`config.mk`:
```
export PLATFORM = sky130hd
export DESIGN_NAME = mem_port_master
export DESIGN_NICKNAME = d
export VERILOG_FILES = /design/src/rtl/mem_port_master.sv
export SDC_FILE = /design/constraint.sdc
export NUM_CORES = 1
export LEC_CHECK = 0
export CAP_MARGIN = 15
export CORE_AREA = 2 2 134 136
export CTS_CLUSTER_SIZE = 14
export DETAILED_ROUTE_END_ITERATION = 16
export DIE_AREA = 0 0 136 138
export PLACE_DENSITY = 0.6
export SYNTH_ARGS = -nofsm -noshare
export SYNTH_HDL_FRONTEND = slang
export SYNTH_SLANG_ARGS = --single-unit
```
`constraint.sdc`:
```
create_clock -name clk -period 3.7 [get_ports clk]
set_clock_uncertainty 0.15 [all_clocks]
set_input_delay 0.925 -clock clk [delete_from_list [all_inputs] [get_ports clk]]
set_output_delay 0.925 -clock clk [all_outputs]
set_load 0.005 [all_outputs]
```
`src/rtl/mem_port_master.sv`:
```
`default_nettype none
// ============================================================================
// Module   : mem_port_master
// Brief    : Requester-side controller for one port of a byte-enabled URAM;
//            credit-limited in-order read response FIFO.
//            Optional stats counters under MEM_PORT_MASTER_STATS_EN.
// Revision : 1.0  initial release
// ============================================================================
module mem_port_master #(
    parameter int BYTES_PER_LINE = 4,
    parameter int ADDR_WIDTH     = 13,
    parameter int LINE_SIZE      = 8*BYTES_PER_LINE,
    parameter int MEM_LATENCY    = 1,
    parameter int RSP_DEPTH      = 4
) (
    input  logic                           clk,
    input  logic                           rstn,
    input  logic                           req_valid,
    output logic                           req_ready,
    input  logic                           req_wr,
    input  logic [ADDR_WIDTH-1:0]          req_addr,
    input  logic [BYTES_PER_LINE-1:0]      req_wstrb,
    input  logic [LINE_SIZE-1:0]           req_wdata,
    output logic                           rsp_valid,
    input  logic                           rsp_ready,
    output logic [LINE_SIZE-1:0]           rsp_data,
    output logic                           mem_en,
    output logic [BYTES_PER_LINE-1:0]      mem_wen,
    output logic [ADDR_WIDTH-1:0]          mem_addr,
    output logic [LINE_SIZE-1:0]           mem_din,
    input  logic [LINE_SIZE-1:0]           mem_dout,
    output logic [$clog2(RSP_DEPTH):0]     rd_inflight
`ifdef MEM_PORT_MASTER_STATS_EN
    ,
    output logic [31:0]                    stat_rd,
    output logic [31:0]                    stat_wr,
    output logic [31:0]                    stat_stall
`endif
);

    localparam int               c_ptr_w = $clog2(RSP_DEPTH);
    localparam int               c_cnt_w = c_ptr_w + 1;
    localparam logic [c_cnt_w:0] c_depth = (c_cnt_w+1)'(RSP_DEPTH);

    logic                   r_init;
    logic [MEM_LATENCY-1:0] r_pipe;
    logic [LINE_SIZE-1:0]   r_fifo [RSP_DEPTH];
    logic [c_ptr_w-1:0]     r_wptr;
    logic [c_ptr_w-1:0]     r_rptr;
    logic [c_cnt_w-1:0]     r_count;
    logic [c_cnt_w-1:0]     r_inflight;
    logic [c_cnt_w:0]       w_credits;
    logic                   w_acc;
    logic                   w_acc_rd;
    logic                   w_acc_wr;
    logic                   w_push;
    logic                   w_pop;
    logic                   w_empty;

    function automatic logic [c_cnt_w:0] f_pipe_count(input logic [MEM_LATENCY-1:0] v);
        logic [c_cnt_w:0] n;
        n = '0;
        for (int i = 0; i < MEM_LATENCY; i++) begin
            n = n + {{c_cnt_w{1'b0}}, v[i]};
        end
        return n;
    endfunction

    // Every request, read or write, needs a free credit so ordering stays trivial.
    assign w_credits = f_pipe_count(r_pipe) + {1'b0, r_count};
    assign req_ready = r_init & rstn & (w_credits < c_depth);

    assign w_acc    = req_valid & req_ready;
    assign w_acc_rd = w_acc & ~req_wr;
    assign w_acc_wr = w_acc & req_wr & (|req_wstrb);

    // A zero-strobe write must not reach the memory: it would look like a read.
    always_comb begin
        mem_en   = 1'b0;
        mem_wen  = '0;
        mem_addr = req_addr;
        mem_din  = req_wdata;
        if (w_acc_rd) begin
            mem_en = 1'b1;
        end else if (w_acc_wr) begin
            mem_en  = 1'b1;
            mem_wen = req_wstrb;
        end
    end

    always_ff @(posedge clk) begin
        if (!rstn) r_init <= 1'b0;
        else       r_init <= 1'b1;
    end

    generate
        if (MEM_LATENCY == 1) begin : g_pipe_single
            always_ff @(posedge clk) begin
                if (!rstn) r_pipe <= '0;
                else       r_pipe <= w_acc_rd;
            end
        end else begin : g_pipe_multi
            always_ff @(posedge clk) begin
                if (!rstn) r_pipe <= '0;
                else       r_pipe <= {r_pipe[MEM_LATENCY-2:0], w_acc_rd};
            end
        end
    endgenerate

    // mem_dout is only trusted in the tail cycle of a tracked read.
    assign w_push  = r_pipe[MEM_LATENCY-1];
    assign w_empty = (r_count == '0);
    assign w_pop   = ~w_empty & rsp_ready;

    assign rsp_valid   = ~w_empty;
    assign rsp_data    = w_empty ? '0 : r_fifo[r_rptr];
    assign rd_inflight = r_inflight;

    always_ff @(posedge clk) begin
        if (w_push) r_fifo[r_wptr] <= mem_dout;
    end

    always_ff @(posedge clk) begin
        if (!rstn) begin
            r_wptr     <= '0;
            r_rptr     <= '0;
            r_count    <= '0;
            r_inflight <= '0;
        end else begin
            if (w_push) r_wptr <= r_wptr + 1'b1;
            if (w_pop)  r_rptr <= r_rptr + 1'b1;
            case ({w_push, w_pop})
                2'b10:   r_count <= r_count + 1'b1;
                2'b01:   r_count <= r_count - 1'b1;
                default: r_count <= r_count;
            endcase
            case ({w_acc_rd, w_pop})
                2'b10:   r_inflight <= r_inflight + 1'b1;
                2'b01:   r_inflight <= r_inflight - 1'b1;
                default: r_inflight <= r_inflight;
            endcase
        end
    end

`ifdef MEM_PORT_MASTER_STATS_EN
    logic w_stall;
    assign w_stall = req_valid & ~req_ready;

    always_ff @(posedge clk) begin
        if (!rstn) begin
            stat_rd    <= '0;
            stat_wr    <= '0;
            stat_stall <= '0;
        end else begin
            if (w_acc_rd && stat_rd != 32'hFFFF_FFFF)    stat_rd    <= stat_rd + 32'd1;
            if (w_acc_wr && stat_wr != 32'hFFFF_FFFF)    stat_wr    <= stat_wr + 32'd1;
            if (w_stall && stat_stall != 32'hFFFF_FFFF)  stat_stall <= stat_stall + 32'd1;
        end
    end
`endif

`ifndef SYNTHESIS
    a_no_overflow: assert property (@(posedge clk) disable iff (!rstn)
        !(w_push && !w_pop && ({1'b0, r_count} == c_depth)));
`endif

endmodule
`default_nettype wire
```
==> metrics.yaml, run 1 <==
status: "completed"
yosysSeqAreaShare_pct: 69.1
core_area_um2: 17500
ir_worst_vdd_uv: 249
fmax_mhz: 280
grt_use_total_pct: 12.5
cts-hold-fix-buffers: 0
avgSynthCellArea_um2: 18.0
gp_congestion: 0.661
cp.arrival_ns: 2.49
p_comb_share_pct: 10.8
ys_async_sr_fraction_pct: 0
synth_top_family_by_area: "multiplexers"
ys_ff_latch: 142
overflow: 0
io_buffers: 82
cts-htree-levels: 4
clockBufferDepth: 2
cp-end-kind: "primary output"
maxCapViolations: 0
rows: 49
power.leakage_nw: 2.35
tightest_slew_ns: 0.948
post-route-period-util_pct: 96.4
p_total_mw: 4.14
critical_path_class: "primary input to primary output"
die_x_um: 136
hpwl_um: 6870
critPathMaxFanout: 4
clkPwrFrac_pct: 46.0
ant_nets: 0
synth_edf_count: 128
intPower_mw: 3.30
place_area_um2: 6710
tritoncts: "built"
via_per_inst: 4.64
layout.nets: 475
finalWirelength_um: 11100
fin_ws_ns: 0.133
finalInstanceArea_um2: 7390
path_clk_slew_ns: 0.06
power_density_nw_per_um2: 560
grt_setup_unrepaired: "false"
yosys.area_share.adder_pct: 1.93
finalSetupViolCount: 0
wire_per_inst_um: 17.8
yosysWarnings: 0
ys.flop_type: "edfxtp_1"
dp_cells: 591
insertion_delay_ns: 0.41
cp.required_ns: 2.62
diodes: 0
first_iter_violations: 118
p_switching_mw: 0.839
drv_slew: 0
synth_area_um2: 5970
holdCritPathClass: "flop to flop"
seqPwrFrac_pct: 43.1
antenna_found_initial: 0
finalNonFillerCells: 623
hold_viol_final: 0
synthMuxAreaShare_pct: 12.2
sw_frac_of_total_pct: 20.3
synth_xor_area_share_pct: 0.733
root_buffer: "clkbuf_16"
grt_max_degree: 33
period_needed_ns: 3.57
syn_inst: 331
start_util_pct: 34.1
synth_nets: 425
slew-limit-headroom_pct: 36.8
first_global_vias: 3082
drc: 0
clkSinkCount: 142
synth_compound_area_share_pct: 1.47
synth-simple-area-share_pct: 6.43
grt_pass1_wl_um: 17200
vias: 2891
first_pass_iters: 4
syn2layout_area_growth_pct: 23.7
ios: 173
synth.distinct_cells: 32
die_y_um: 138
drive_gt1_share_pct: 20.1
fin_util_pct: 42.1
cts_inserted_buffers: 17
fin_hold_ws_ns: 0.339
die-area_um2: 18800
critPathLaunchType: "primary input"
fin_setup_tns_ns: 0
pre_cts_ws_ns: -0.0956
[cells in the mapped netlist (2+ instances only)]
cell type | count | area, um2
nand2_1 | 5 | 18.8
edfxtp_1 | 128 | 3840
o21ai_1 | 2 | 10.0
a21boi_1 | 3 | 22.5
fa_1 | 2 | 40.0
buf_4 | 45 | 338
and2_1 | 13 | 81.3
o21ai_0 | 5 | 25.0
clkbuf_1 | 4 | 15.0
xor2_1 | 3 | 26.3
dfxtp_1 | 14 | 280
xnor2_1 | 2 | 17.5
ha_1 | 6 | 75.1
inv_1 | 11 | 41.3
buf_12 | 3 | 60.1
buf_2 | 4 | 20.0
nor2b_1 | 33 | 206
or3_1 | 3 | 18.8
mux4_2 | 32 | 721
[cell type report]
cell class | count | area [um2]
fill | 1601 | 10100
sequential | 142 | 4130
multi-input combinational | 121 | 1380
timing repair buffer | 88 | 883
clock buffer | 18 | 429
tap | 229 | 287
clock inverter | 14 | 238
inverter | 11 | 41.3
[power groups by stage]
stage	clock network (mW)	logic (mW)	registers (mW)
global placement	0	0.452	1.82
finish	1.90	0.448	1.78
floorplan	0	0.281	1.81
global route	2.02	0.493	1.79
detailed placement	0	0.461	1.82
CTS	1.94	0.463	1.79
[timing repair]
item / CTS / global route
setup endpoints to repair: 4 / 5
gates resized for setup: 1 / 3
pin swaps: 1 / 4
setup buffers: 0 / 0
[registers in the layout (all words and copies together) (netlist names), named ones only]
signal       cells
r_pipe           1
r_fifo         128
r_count          3
r_rptr           2
r_init           1
rd_inflight      3
r_wptr           2
[critical path: stages]
cell             delay [ns]
clkdlybuf4s50_1        0.53
nand2_1                0.08
a311oi_2               0.27
and2_1                 0.19
clkdlybuf4s50_1        0.50
[routing by layer]
layer	share of wire [%]	vias up	wire, um	track usage [%]
li1	-	1304	-	-
met4	4.6	0	507	7.40
met5	0	-	0	0
met3	5.4	51	599	4.55
met2	51	80	5590	19.9
met1	39	1456	4370	14.5
[path summary, 6_finish.rpt]
| check | from | slack, ns | cells after the start | endpoint |
|---|---|---|---|---|
| setup / recovery | req_wr | 0.13 | 5 | mem_wen[0] |
| hold / removal | rd_inflight[2]$_SDFFE_PN0P_ | 0.34 | 2 | rd_inflight[2]$_SDFFE_PN0P_ |
| setup reg to reg | r_count[0]$_SDFFE_PN0P_ | 1.04 | 9 | rd_inflight[2]$_SDFFE_PN0P_ |
| hold reg to reg | rd_inflight[2]$_SDFFE_PN0P_ | 0.34 | 2 | rd_inflight[2]$_SDFFE_PN0P_ |
[logic make-up after synthesis]
| kind of cell | after synthesis |
|---|---|
| and+or+nand+nor | 61 |
| muxes | 33 |
| xor gates and xnor gates | 5 |
| AOI/OAI and AO/OA | 14 |
| adders and majority gates | 8 |
| DFF | 142 |
| buffers and inverters | 68 |
[layout by cell type (no fill, tap or decap), types with 2 or more instances in the layout]
cell	netlist	routed
dlymetal6s2s_1	0	2
dfxtp_2	0	2
nor2b_1	33	33
ha_1	6	6
xor2_1	3	3
or3_1	3	3
o21ai_1	2	2
nand2_1	5	5
dfxtp_1	14	12
and2_2	0	4
edfxtp_1	128	128
and2_1	13	9
mux4_2	32	32
xnor2_1	2	2
a21boi_1	3	3
inv_6	0	3
inv_1	11	11
buf_4	45	5
clkinv_2	0	3
o21ai_0	5	5
clkdlybuf4s50_1	0	80
fa_1	2	2
bufinv_16	0	6
clkbuf_16	0	17
(Power assumes the default switching activity.)
==> run 2, diff against run 1 <==
==> constraint.sdc (replaced) <==
create_clock -name clk -period 3.7 [get_ports clk]
set_clock_uncertainty 0.15 [all_clocks]
set_input_delay 0.925 -clock clk [delete_from_list [all_inputs] [get_ports clk]]
set_output_delay 0.925 -clock clk [all_outputs]
set_load 0.02 [all_outputs]
==> run 2 against run 1 <==
Against the previous run:
- final area fell by 0.86%
- sequential share of layout area increased by 0.49 points
- non-clock buffer count rose by 3
- largest cell class unchanged
- largest power group is now sequential cells
==> metrics.yaml, run 2 (synthesized netlist as in run 1, its figures left out) <==
status: "completed"
fillers: 1607
tritoncts: "built"
critPathMaxStageDelay_ns: 0.51
critical_path_class: "primary input to primary output"
ios: 173
path_delay_family: "buffers and inverters"
drv_slew: 0
antenna_found_initial: 0
wire_per_inst_um: 17.7
layout.nets: 478
syn2layout_area_growth_pct: 22.7
cts-hold-fix-buffers: 0
endpoint: "mem_wen[0]"
cts-htree-levels: 4
p_comb_share_pct: 13.1
p_total_mw: 4.00
fmax_mhz: 284
grt_pass1_wl_um: 16800
maxCapViolations: 0
die-area_um2: 18800
seqPwrFrac_pct: 44.6
via_per_inst: 4.60
cp_cell_sequence: "clkdlybuf4s50_1, nand3b_1, a311oi_2, and2_1, dlygate4sd2_1"
ff2ff_setup_slack_ns: 1.02
sw_frac_of_total_pct: 22.6
clkPwrFrac_pct: 42.3
path_clk_slew_ns: 0.05
cts_resized: 6
regToRegStartpoint: "r_count[0]$_SDFFE_PN0P_"
dp_cells: 594
holdCritPathClass: "flop to flop"
hpwl_um: 6970
cp.required_ns: 2.62
finalWirelength_um: 11100
clkSinkCount: 142
power_density_nw_per_um2: 546
ir_worst_vdd_uv: 282
slew-limit-headroom_pct: 37.6
finalInstanceArea_um2: 7320
cp-end-kind: "primary output"
final_common_cell: "edfxtp_1"
place_area_um2: 6730
intPower_mw: 3.10
slowest_stage: "clkdlybuf4s50_1"
first_pass_iters: 4
cts_setup_buffers: 0
r2r_end: "rd_inflight[2]$_SDFFE_PN0P_"
grt_setup_unrepaired: "false"
root_buffer: "clkbuf_16"
diodes: 0
critPathMaxFanout: 4
clockBufferDepth: 2
grt_use_total_pct: 12.3
post-route-period-util_pct: 95.2
finalNonFillerCells: 626
final_cell_mix: "edfxtp_1, clkdlybuf4s50_1, nor2b_1"
vias: 2878
crit_start: "rstn"
drive_gt1_share_pct: 19.9
start_util_pct: 34.1
insertion_delay_ns: 0.42
core_area_um2: 17500
first_iter_violations: 85
p_switching_mw: 0.905
die_y_um: 138
drc: 0
power.leakage_nw: 2.33
cp_num_buf_inv: 2
critPathLaunchType: "primary input"
period_needed_ns: 3.52
ant_nets: 0
tightest_slew_ns: 0.936
rows: 49
cp.arrival_ns: 2.45
die_x_um: 136
largest_register_ffs: 128
overflow: 0
cts_inserted_buffers: 17
crit_cells: 5
io_buffers: 82
first_global_vias: 3094
fin_setup_tns_ns: 0
fin_util_pct: 41.8
register_area_um2: 4130
finalSetupViolCount: 0
hold_viol_final: 0
grt_max_degree: 33
gp_congestion: 0.676
regMostFlops: "r_fifo"
reg2reg_depth: 9
multi_input_area_um2: 1380
[run 2: per-layer routing]
metal  track usage (%)  share of wire (%)
met1              13.4                 39
met2              20.5                 51
met3              3.59                5.1
met4              8.50                4.8
met5                 0                  0
[run 2: worst min path at each step]
stage | from | endpoint | slack, ns | cells after the start
finish | r_rptr[0]$_SDFFE_PN0P_ | r_rptr[0]$_SDFFE_PN0P_ | 0.34 | 2
global route | r_rptr[0]$_SDFFE_PN0P_ | r_rptr[0]$_SDFFE_PN0P_ | 0.36 | 2
CTS | r_rptr[1]$_SDFFE_PN0P_ | flop | 0.34 | 2
detailed placement | r_rptr[1]$_SDFFE_PN0P_ | flop | 0.33 | 2
global placement | r_rptr[1]$_SDFFE_PN0P_ | flop | 0.32 | 2
floorplan | r_rptr[1]$_SDFFE_PN0P_ | flop | 0.31 | 2
[run 2: worst register-to-register path, delay by kind of cell (launching register included)]
| family | cells | cell delay [ns] |
|---|---|---|
| flops | 1 | 0.51 |
| simple gates | 3 | 0.72 |
| compound gates | 1 | 0.14 |
| buf+inv | 2 | 0.28 |
| fa+ha+maj | 2 | 0.65 |
| xor+xnor | 1 | 0.17 |
[run 2: final cells by class]
class | instances | share of cell area, %
Timing Repair Buffer | 91 | 12.2
Multi-Input combinational cell | 121 | 18.8
Inverter | 11 | 0.564
Sequential cell | 142 | 56.3
Tap cell | 229 | 3.91
Clock buffer | 19 | 5.91
Clock inverter | 13 | 2.22
[run 2: power by group through the flow]
stage | registers [mW] | clock network [mW] | logic [mW]
floorplan | 1.82 | 0 | 0.380
global placement | 1.82 | 0 | 0.527
detailed placement | 1.82 | 0 | 0.537
CTS | 1.78 | 1.73 | 0.538
global route | 1.79 | 1.79 | 0.565
finish | 1.78 | 1.69 | 0.523
[run 2: through the flow]
stage | hold slack (ns) | worst slack, ns
6_report | 0.341 | 0.178
5_1_grt | 0.358 | 0.0796
4_1_cts | 0.338 | 0.175
3_5_place_dp | 0.330 | -0.179
3_3_place_gp | 0.316 | -0.101
2_1_floorplan | 0.306 | 0.959
